<file path="config.mk">
export PLATFORM = sky130hd
export DESIGN_NAME = rv_fetch_queue
export DESIGN_NICKNAME = d
export VERILOG_FILES = /design/src/rtl/rv_fetch_queue.sv
export SDC_FILE = /design/constraint.sdc
export NUM_CORES = 1
export LEC_CHECK = 0
export ABC_CLOCK_PERIOD_IN_PS = 4380
export BUFFER_PORTS_ARGS = -buffer_cell sky130_fd_sc_hd__buf_4
export CORE_ASPECT_RATIO = 0.7
export CORE_MARGIN = 2
export CORE_UTILIZATION = 58
export CTS_BUF_LIST = sky130_fd_sc_hd__clkbuf_8
export CTS_CLUSTER_SIZE = 12
export DETAILED_ROUTE_END_ITERATION = 10
export HOLD_SLACK_MARGIN = 0.05
export MAX_ROUTING_LAYER = met4
export PLACE_DENSITY = 0.8
export SYNTH_ARGS = -nofsm -noshare
export SYNTH_HDL_FRONTEND = slang
export SYNTH_SLANG_ARGS = --single-unit
</file>
<file path="constraint.sdc">
create_clock -name i_clk -period 4.38 [get_ports i_clk]
set_input_delay 0.657 -clock i_clk [delete_from_list [all_inputs] [get_ports i_clk]]
set_output_delay 0.657 -clock i_clk [all_outputs]
set_load 0.01 [all_outputs]
</file>
<file path="src/rtl/rv_fetch_queue.sv">
// Instruction fetch queue: issues one word-aligned bus request at a time, buffers
// fetched words and presents decoded 16/32-bit instructions to the decode stage.
module rv_fetch_queue #(
  parameter logic [31:0] RESET_ADDR = 32'h0000_0000,
  parameter int unsigned DEPTH      = 4,
  parameter bit          EXT_C      = 1'b1
) (
  input  logic                   i_clk,
  input  logic                   i_reset_n,
  input  logic                   i_redirect,
  input  logic [31:0]            i_redirect_pc,
  output logic                   o_cyc,
  output logic [31:0]            o_addr,
  input  logic                   i_ack,
  input  logic [31:0]            i_data,
  output logic                   o_valid,
  output logic [31:0]            o_pc,
  output logic [31:0]            o_instr,
  output logic                   o_compressed,
  input  logic                   i_ready,
  output logic [$clog2(DEPTH):0] o_level
);

  localparam int unsigned AW       = $clog2(DEPTH);
  localparam logic [AW:0] LVL_FULL = (AW+1)'(DEPTH);
  localparam logic [AW:0] LVL_TWO  = (AW+1)'(2);
  localparam logic [AW-1:0] PTR_ONE = AW'(1);
  localparam logic [31:0] PC_MASK  = EXT_C ? ~32'h1 : ~32'h3;

  logic [31:0]   mem_q [DEPTH];
  logic [31:0]   fetch_q, fetch_d;
  logic [31:0]   pc_q, pc_d;
  logic [AW:0]   level_q, level_d;
  logic [AW-1:0] rd_ptr_q, rd_ptr_d;
  logic [AW-1:0] wr_ptr_q, wr_ptr_d;
  logic          cyc_q, cyc_d;

  logic [31:0]   head_word, next_word, instr;
  logic [15:0]   head_half;
  logic          offset, is_comp, head_valid;
  logic          push, accept, pop;

  // Head decode: the instruction starts at halfword offset pc[1] of the head word;
  // a 32-bit instruction at offset 1 borrows the low half of the next word.
  assign head_word  = mem_q[rd_ptr_q];
  assign next_word  = mem_q[rd_ptr_q + PTR_ONE];
  assign offset     = EXT_C && pc_q[1];
  assign head_half  = offset ? head_word[31:16] : head_word[15:0];
  assign is_comp    = EXT_C && (head_half[1:0] != 2'b11);
  assign head_valid = (level_q != '0) && (is_comp || !offset || (level_q >= LVL_TWO));

  always_comb begin
    if (is_comp)     instr = {16'h0000, head_half};
    else if (offset) instr = {next_word[15:0], head_word[31:16]};
    else             instr = head_word;
  end

  // Handshakes: a bus word transfers when o_cyc & i_ack; an instruction transfers
  // when o_valid & i_ready. A redirect overrides both in the same cycle.
  assign push   = cyc_q & i_ack & ~i_redirect;
  assign accept = head_valid & i_ready & ~i_redirect;
  assign pop    = accept & (offset | ~is_comp);

  always_comb begin
    fetch_d  = fetch_q;
    pc_d     = pc_q;
    level_d  = level_q;
    rd_ptr_d = rd_ptr_q;
    wr_ptr_d = wr_ptr_q;
    cyc_d    = cyc_q;
    if (i_redirect) begin
      fetch_d  = i_redirect_pc & ~32'h3;
      pc_d     = i_redirect_pc & PC_MASK;
      level_d  = '0;
      rd_ptr_d = '0;
      wr_ptr_d = '0;
      cyc_d    = 1'b1;
    end else begin
      if (push) begin
        fetch_d  = fetch_q + 32'd4;
        wr_ptr_d = wr_ptr_q + PTR_ONE;
      end
      if (pop)    rd_ptr_d = rd_ptr_q + PTR_ONE;
      if (accept) pc_d = pc_q + (is_comp ? 32'd2 : 32'd4);
      level_d = level_q + {{AW{1'b0}}, push} - {{AW{1'b0}}, pop};
      // A pending request stays up; a new one is issued only if its word will fit.
      cyc_d   = (cyc_q & ~i_ack) | (level_d < LVL_FULL);
    end
  end

  always_ff @(posedge i_clk) begin
    if (!i_reset_n) begin
      fetch_q  <= RESET_ADDR & ~32'h3;
      pc_q     <= RESET_ADDR & ~32'h1;
      level_q  <= '0;
      rd_ptr_q <= '0;
      wr_ptr_q <= '0;
      cyc_q    <= 1'b0;
    end else begin
      fetch_q  <= fetch_d;
      pc_q     <= pc_d;
      level_q  <= level_d;
      rd_ptr_q <= rd_ptr_d;
      wr_ptr_q <= wr_ptr_d;
      cyc_q    <= cyc_d;
    end
  end

  always_ff @(posedge i_clk) begin
    if (push) mem_q[wr_ptr_q] <= i_data;
  end

  assign o_cyc        = cyc_q & i_reset_n & ~i_redirect;
  assign o_addr       = fetch_q;
  assign o_valid      = head_valid & i_reset_n;
  assign o_pc         = pc_q;
  assign o_instr      = instr;
  assign o_compressed = is_comp;
  assign o_level      = i_reset_n ? level_q : '0;

endmodule

</file>
-- Word-level counts from Yosys, hierarchy flattened
Memories as Yosys holds them, arrays and structs flattened. A register that Yosys moved wholly into a read port is not among the register bits.
Cells that the tools add are included.
- register bits after elaboration: 72
- logic and storage cells: 55
- bits in read-only memories: 0
- memories kept: 1
- bits in writable memories: 128
- output and inout port bits: 102
- bits in latches: 0
- memories (memory ; words ; bits a word ; read ports ; clocked after memory_dff ; write ports ; line ; RTL):
    mem_q ; 4 ; 32 ; 2 ; 1 ; 1 ; 30 ; logic [31:0] mem_q [DEPTH];
- reductions and logical operators: 8
- div/mod/pow operators: 0
- shift operators: 0
- add/subtract/negate cells: 6
- multipliers: 0
- multiplexer cells: 14
- order comparisons: 2
- eq/ne operators: 1
- bitwise gates (word level): 15
- operator list (cell ; count):
    2-to-1 mux 32 bit ; 6
    adder 32 x 3 -> 32 bit ; 1
    adder 32 x 3 -> 32 bit (second input constant) ; 1
    2-to-1 mux 16 bit ; 1
    bitwise AND 1 bit ; 9
    2-to-1 mux 3 bit ; 2
    adder 2 x 1 -> 2 bit (second input constant) ; 2
    2-to-1 mux 2 bit ; 2
    NOT 1 bit ; 4
    nonzero test 2 bit ; 2
    adder 3 x 1 -> 3 bit ; 1
    >= comparator 3 x 2 -> 1 bit (second input constant) ; 1
    less-than comparator 3 bit (second input constant) ; 1
    2-to-1 mux 1 bit ; 3
    nonzero test 3 bit ; 1
    subtractor 3 x 1 -> 3 bit ; 1
    logical OR 1 bit ; 2
    inequality test 2 bit (second input constant) ; 1
    OR 1 bit ; 2
    OR reduction 2 bit ; 1
    logical AND 1 bit ; 1
    zero test 1 bit ; 1

-- Logic depth before layout (Yosys ltp)
Gate-level depths: netlist (run 1).
- depth after elaboration: 12
- depth in mapped cells: 17
- gate-level depth less buffers: 15

-- Least setup slack after synthesis (run 1)
No wires, ideal clock.
- kind: register to register
- start point: reg (tool-made name)
- end point: reg cyc_q
- cell stages (with the launch flop): 18
- arrival time: 3671 ps
- slack: 589 ps
- cells stage by stage: dfxtp_1 -> buf_2 -> mux4_2 -> and3_1 -> a31oi_2 -> buf_2 -> inv_1 -> ha_1 -> o211ai_4 -> nand3_1 -> nor2_1 -> xnor2_1 -> nor2_1 -> ha_1 -> inv_1 -> fa_1 -> xnor2_1 -> o31a_1
- RTL lines (what ; line ; RTL):
    end signal, assigned ; 105 ; cyc_q <= cyc_d;
    end, declared ; 36 ; logic cyc_q, cyc_d;

==> flow_summary_export.csv, run 1 <==
group,metric,value,unit
timing,max_freq,0.255,GHz
clocking,hold_buffers,0,
yosys,ys_seq_area_share,57.6,%
clocking,cts_buffer_depth,2,
clocking,post_cts_buffers,0,
critical_path,path_delay_family,"adder cells",
timing,rsz0062_at_grt,"false",
final_layout,layout.nets,977,
grt,track_usage,28.4,%
drt,vias,6729,
critical_path,max_stage_delay,0.57,ns
critical_path,criticalPathCategory,"flip-flop to flip-flop",
yosys,synthFlopType,"edfxtp_1",
yosys,synthArstFlopShare,0,%
critical_path,worst_r2r_path_depth,15,
yosys,synthCells,738,
timing,period_minus_slack,3.92,ns
clocking,tritoncts,"built",
drt,firstDrtPassIters,5,
flow_run,drv_cap,0,
floorplan,core_area,15500,um2
drt,wl_per_cell,20.5,um
power,p_per_area,333,nW/um2
timing,final.setup.tns,0,ns
yosys,syn_area,9150,um2
critical_path,regToRegSetupSlack,0.46,ns
critical_path,critPathRequiredTime,4.74,ns
timing,relSlewSlack,34.1,%
grt,grt_pass1_vias,6534,
timing,setup_viol,0,
drt,vias_per_cell,6.07,
timing,period_share,89.5,%
yosys,ys_types,44,
drt,drc,0,
floorplan,start_util,59.2,%
timing,drv_slew,0,
timing,fin_skew,0.0193,ns
critical_path,critPathBufInv,3,
yosys,yosysWarnings,0,
placed_design,place_hpwl,15.9,mm
critical_path,crit_path_cell_trace,"buf_4, mux4_2, a31oi_2, inv_1, ha_1, o211ai_4, nand3_1, nor2_1, xnor2_1, nor2_1, ha_1, inv_1, fa_1, xnor2_1, o31a_1",
power,leakage,4.00,nW
floorplan,fp.dieH,109,um
clocking,cts_num_sinks,199,
hold_path,hold_class,"input port to flip-flop",
drt,drt_wl_total,22.7,mm
final_layout,area_growth_syn_to_layout,20.1,%
critical_path,slowest_stage,"mux4_2",
yosys,synth-seq-cells,199,
timing,hold_viol,0,
grt,overflow,0,
clocking,cts.repair.resized,0,
grt,grt_start_max_net_pins,59,
final_layout,n_antenna_cell,0,
clocking,ctsHtreeMaxLevel,4,
floorplan,die_x,154,um
drt,drt_iter0_drc,612,
critical_path,cp-end-kind,"flip-flop",
critical_path,cp_max_fo,9,
placed_design,place_congestion,0.958,
clocking,clock_latency,0.48,ns
grt,grt_pass1_wl,35.2,mm
timing,tightest_slew,0.981,ns
power,irDropWorstVdd,0.217,mV
hold_path,hold_depth,1,
yosys,yosysTopAreaCellShare,42.0,%
yosys,yosys.area.top_type,"edfxtp_1",
final_layout,layout_commonest_cell,"buf_4",
timing,hold_slack,0.370,ns
floorplan,die-area,16800,um2
final_layout,drive_gt1_share,30.4,%
clocking,clock-root-buffer,"clkbuf_8",
final_layout,fillCellCount,1099,
yosys,synth_edf_count,128,
critical_path,start_kind,"flip-flop",
yosys,avgSynthCellArea,12.4,um2
critical_path,r2r_end,"cyc_q",
floorplan,fp-row-count,38,
hold_path,worstHoldStart,"i_data[7]",
drt,ant_nets,0,
status,status,"finished clean",
final_layout,final_cell_mix,"179 x buf_4, 128 x edfxtp_1, 115 x nand2_1",
hold_path,hold-path-endpoint,"mem_q[1][7]",
placed_design,portBuffers,166,
yosys,yosys-top-cells-area,"edfxtp_1 42%, dfxtp_1 16%, mux4_2 12%",
grt,antenna_found_initial,0,
clocking,cts_buffers,17,
clocking,path_clk_slew,0.12,ns
floorplan,pin_count,171,
critical_path,worstPathArrival,4.28,ns
-- power breakdown --
group          internal (mW)  leakage (nW)  switching [mW]
Sequential              2.04          1.74          0.0618
Clock                  0.448         0.212           0.748
Combinational          0.167          2.04           0.184
-- per-layer routing --
layer	GRT usage [%]	vias to the layer above	wire length (um)
li1	-	3072	-
met1	40.3	3323	9980
met2	43.2	309	10600
met3	5.68	25	1920
met4	6.21	0	235
met5	-	-	0
-- layout make-up --
cell class / instances / area (um2) / area share (%)
clock buffer: 17 / 234 / 2.13
clock inverter: 15 / 189 / 1.72
inverter: 11 / 41.3 / 0.376
multi-input combinational: 487 / 3650 / 33.3
sequential: 199 / 5270 / 48.0
tap: 200 / 250 / 2.28
timing repair buffer: 179 / 1340 / 12.2
-- state kept, by name (all words and copies together) (netlist names), named ones only --
signal / flops
cyc_q: 1
rd_ptr_q: 2
mem_q: 128
wr_ptr_q: 2
o_addr: 30
level_q: 3
o_pc: 31
-- how the worst max path moves through the flow --
stage	slack, ns	depth (start not counted)	endpoint
6_report	0.46	15	cyc_q
4_1_cts	0.45	15	cyc_q
3_5_place_dp	0.48	15	cyc_q
3_3_place_gp	0.54	15	cyc_q
5_1_grt	0.18	15	cyc_q
2_1_floorplan	0.59	17	cyc_q
-- metrics by stage --
step / std cells / setup slack, ns / instance area [um2] / total power, mW / utilization [%]
after floorplan: 740 / 0.589 / 9150 / 2.30 / -
after global placement: 1076 / 0.541 / 10600 / 2.48 / 68.3
after detailed placement: 1076 / 0.476 / 10600 / 2.49 / 68.3
after CTS: 1108 / 0.455 / 11000 / 3.66 / 71.1
after global routing: 1108 / 0.184 / 11000 / 3.76 / 71.1
final: 1108 / 0.459 / 11000 / 3.65 / 71.1
-- Yosys cell counts (2+ instances only) --
master	instances
a21o_1	2
a21oi_1	67
a31oi_1	4
and2_1	6
and3_1	15
and3_2	3
and4_1	6
buf_2	9
buf_4	3
clkbuf_1	29
clkinv_1	2
dfxtp_1	71
edfxtp_1	128
fa_1	2
ha_1	11
inv_1	9
mux4_2	48
nand2_1	115
nand2_4	2
nand3_1	23
nand4_1	25
nor2_1	19
nor3_1	10
nor3b_1	2
nor4_1	8
nor4_2	2
o21ai_0	39
or3_1	3
or3b_2	2
xnor2_1	31
xor2_1	29
-- logic make-up (layout without fill, tap and decap cells) --
kind of cell,after synthesis,count (layout),share of synthesized area [%]
compound gates,117,117,6.87
xor+xnor,60,60,5.75
fa+ha+maj,13,13,1.94
buf+inv,54,222,2.54
flops,199,199,57.6
mux,48,48,11.8
other cells,1,3,0.0410
simple gates,246,246,13.5
(Power assumes the default switching activity.)
==> run 2: changes to the inputs <==
--- a/config.mk
+++ b/config.mk
@@ -15,7 +15,7 @@
 export DETAILED_ROUTE_END_ITERATION = 10
 export HOLD_SLACK_MARGIN = 0.05
 export MAX_ROUTING_LAYER = met4
-export PLACE_DENSITY = 0.8
+export PLACE_DENSITY_LB_ADDON = 0.15
 export SYNTH_ARGS = -nofsm -noshare
 export SYNTH_HDL_FRONTEND = slang
 export SYNTH_SLANG_ARGS = --single-unit
==> run 2 against run 1 <==
  * Combinational power barely moved
  * Sequential power barely moved
  * Critical path depth did not move
  * Clock-buffer cell count did not move
  * Sequential share of layout area rose by 0.15 points
  * Hold slack barely moved
  * Die area did not move
  * Highest routed layer unchanged
  * Final cell count did not move
  * First-iteration DRC count fell by 7.4%
  * Clock power fell by 6%
  * Largest cell class unchanged
  * Global-route usage rose by 0.98 points
==> flow_summary_export.csv, run 2 (same netlist as run 1, synthesis figures left out) <==
group,metric,value,unit
power,p_per_area,328,nW/um2
timing,relSlewSlack,25.0,%
critical_path,criticalPathCategory,"flip-flop to flip-flop",
final_layout,area_growth_syn_to_layout,19.7,%
clocking,clock-root-buffer,"clkbuf_8",
clocking,post_cts_buffers,0,
clocking,cts.repair.resized,0,
floorplan,pin_count,171,
clocking,cts_buffer_depth,2,
floorplan,core_area,15500,um2
critical_path,crit_path_cell_trace,"mux4_2, and3_1, a31oi_2, inv_1, ha_1, o211ai_4, nand3_1, nor2_1, xnor2_1, nor2_1, ha_1, inv_1, fa_1, xnor2_1, o31a_1",
timing,period_minus_slack,3.80,ns
critical_path,critPathBufInv,2,
timing,hold_slack,0.370,ns
grt,grtUsageMet1,43.2,%
timing,tightest_slew,1.12,ns
clocking,tritoncts,"built",
timing,rsz0062_at_grt,"false",
drt,wl_per_cell,20.7,um
final_layout,fin_area,10900,um2
drt,vias_per_cell,5.96,
final_layout,layout_commonest_cell,"buf_4",
drt,drt_iter0_drc,567,
power,irDropWorstVdd,0.210,mV
grt,grt_start_max_net_pins,85,
critical_path,critPathRequiredTime,4.75,ns
grt,grt_pass1_vias,6556,
clocking,cts_num_sinks,199,
flow_run,drv_cap,0,
final_layout,top_register,"mem_q",
clocking,clock_latency,0.48,ns
grt,gr-usage-met3,6.68,%
placed_design,place_congestion,0.894,
timing,fin_skew,0.0146,ns
critical_path,cp-end-kind,"flip-flop",
final_layout,final_cell_mix,"179 x buf_4, 128 x edfxtp_1, 115 x nand2_1",
grt,track_usage,29.4,%
clocking,cts_buffers,17,
timing,final.setup.tns,0,ns
timing,period_share,86.7,%
final_layout,finalNonFillerCells,1108,
placed_design,place_hpwl,16.1,mm
drt,ant_nets,0,
final_layout,n_antenna_cell,0,
critical_path,worstPathArrival,4.16,ns
timing,worst_slack,0.581,ns
status,status,"finished clean",
drt,firstDrtPassIters,4,
drt,drt_wl_total,23.0,mm
grt,grtUsageMet2,42.1,%
drt,vias,6604,
power,leakage,3.97,nW
final_layout,largest_reg_flops,128,
grt,antenna_found_initial,0,
floorplan,die_x,154,um
critical_path,cp_max_fo,10,
final_layout,fillCellCount,1122,
timing,setup_viol,0,
final_layout,final_core_util,70.8,%
floorplan,fp.dieH,109,um
timing,drv_slew,0,
grt,top_usage_layer,"met1",
critical_path,start_kind,"flip-flop",
timing,max_freq,0.263,GHz
timing,hold_viol,0,
clocking,path_clk_slew,0.11,ns
clocking,hold_buffers,0,
floorplan,fp-row-count,38,
placed_design,dp_cells,1076,
placed_design,preCtsSetupSlack,0.580,ns
placed_design,portBuffers,166,
final_layout,layout.nets,977,
drt,drc,0,
final_layout,drive_gt1_share,30.4,%
grt,grt_pass1_wl,35.8,mm
critical_path,slowest_stage,"mux4_2",
critical_path,path_delay_family,"adder cells",
power,power,3.59,mW
hold_path,hold_class,"input port to flip-flop",
clocking,ctsHtreeMaxLevel,4,
floorplan,start_util,59.2,%
placed_design,post_dp_cell_area,10600,um2
critical_path,max_stage_delay,0.56,ns
floorplan,die-area,16800,um2
grt,overflow,0,
## run 2: cell types whose count changed in the layout (fill, tap and decap cells not counted)
cell        before  now
clkinv_4         1    4
clkinv_8         5    2
clkinvlp_4       0    3
inv_12           1    0
inv_6            3    1
## run 2: final timing paths
path	slack (ns)	end	cells after the start	start
max	0.58	cyc_q	15	flip-flop
min	0.37	mem_q[2][11]	1	i_data[11]
max reg2reg	0.58	cyc_q	15	flip-flop
min reg2reg	0.52	wr_ptr_q[1]	2	wr_ptr_q[1]
## run 2: metal layers
metal	part of all wire (%)	vias to the layer above
li1	-	3068
met1	46	3269
met5	0	-
met2	44	243
met3	7.9	24
met4	1.2	0
## run 2: layout make-up
cell class	count	area (um2)	area share [%]
clock inverter	15	155	1.42
multi-input combinational	487	3650	33.4
inverter	11	41.3	0.377
sequential	199	5270	48.1
clock buffer	17	234	2.14
tap	200	250	2.29
timing repair buffer	179	1340	12.3
## run 2: power by group
part / switching (mW) / total (mW) / internal [mW]
combinational: 0.187 / 0.354 / 0.167
clock: 0.710 / 1.13 / 0.425
sequential: 0.0610 / 2.10 / 2.04
total: 0.958 / 3.59 / 2.64
## run 2: worst register-to-register path: cells and delay by family, from the launching register on
family	cells	cell delay [ns]
fa+ha+maj	3	0.77
mux	1	0.56
flops	1	0.55
buf+inv	2	0.20
simple gates	4	0.75
xor+xnor	2	0.27
compound gates	3	0.61
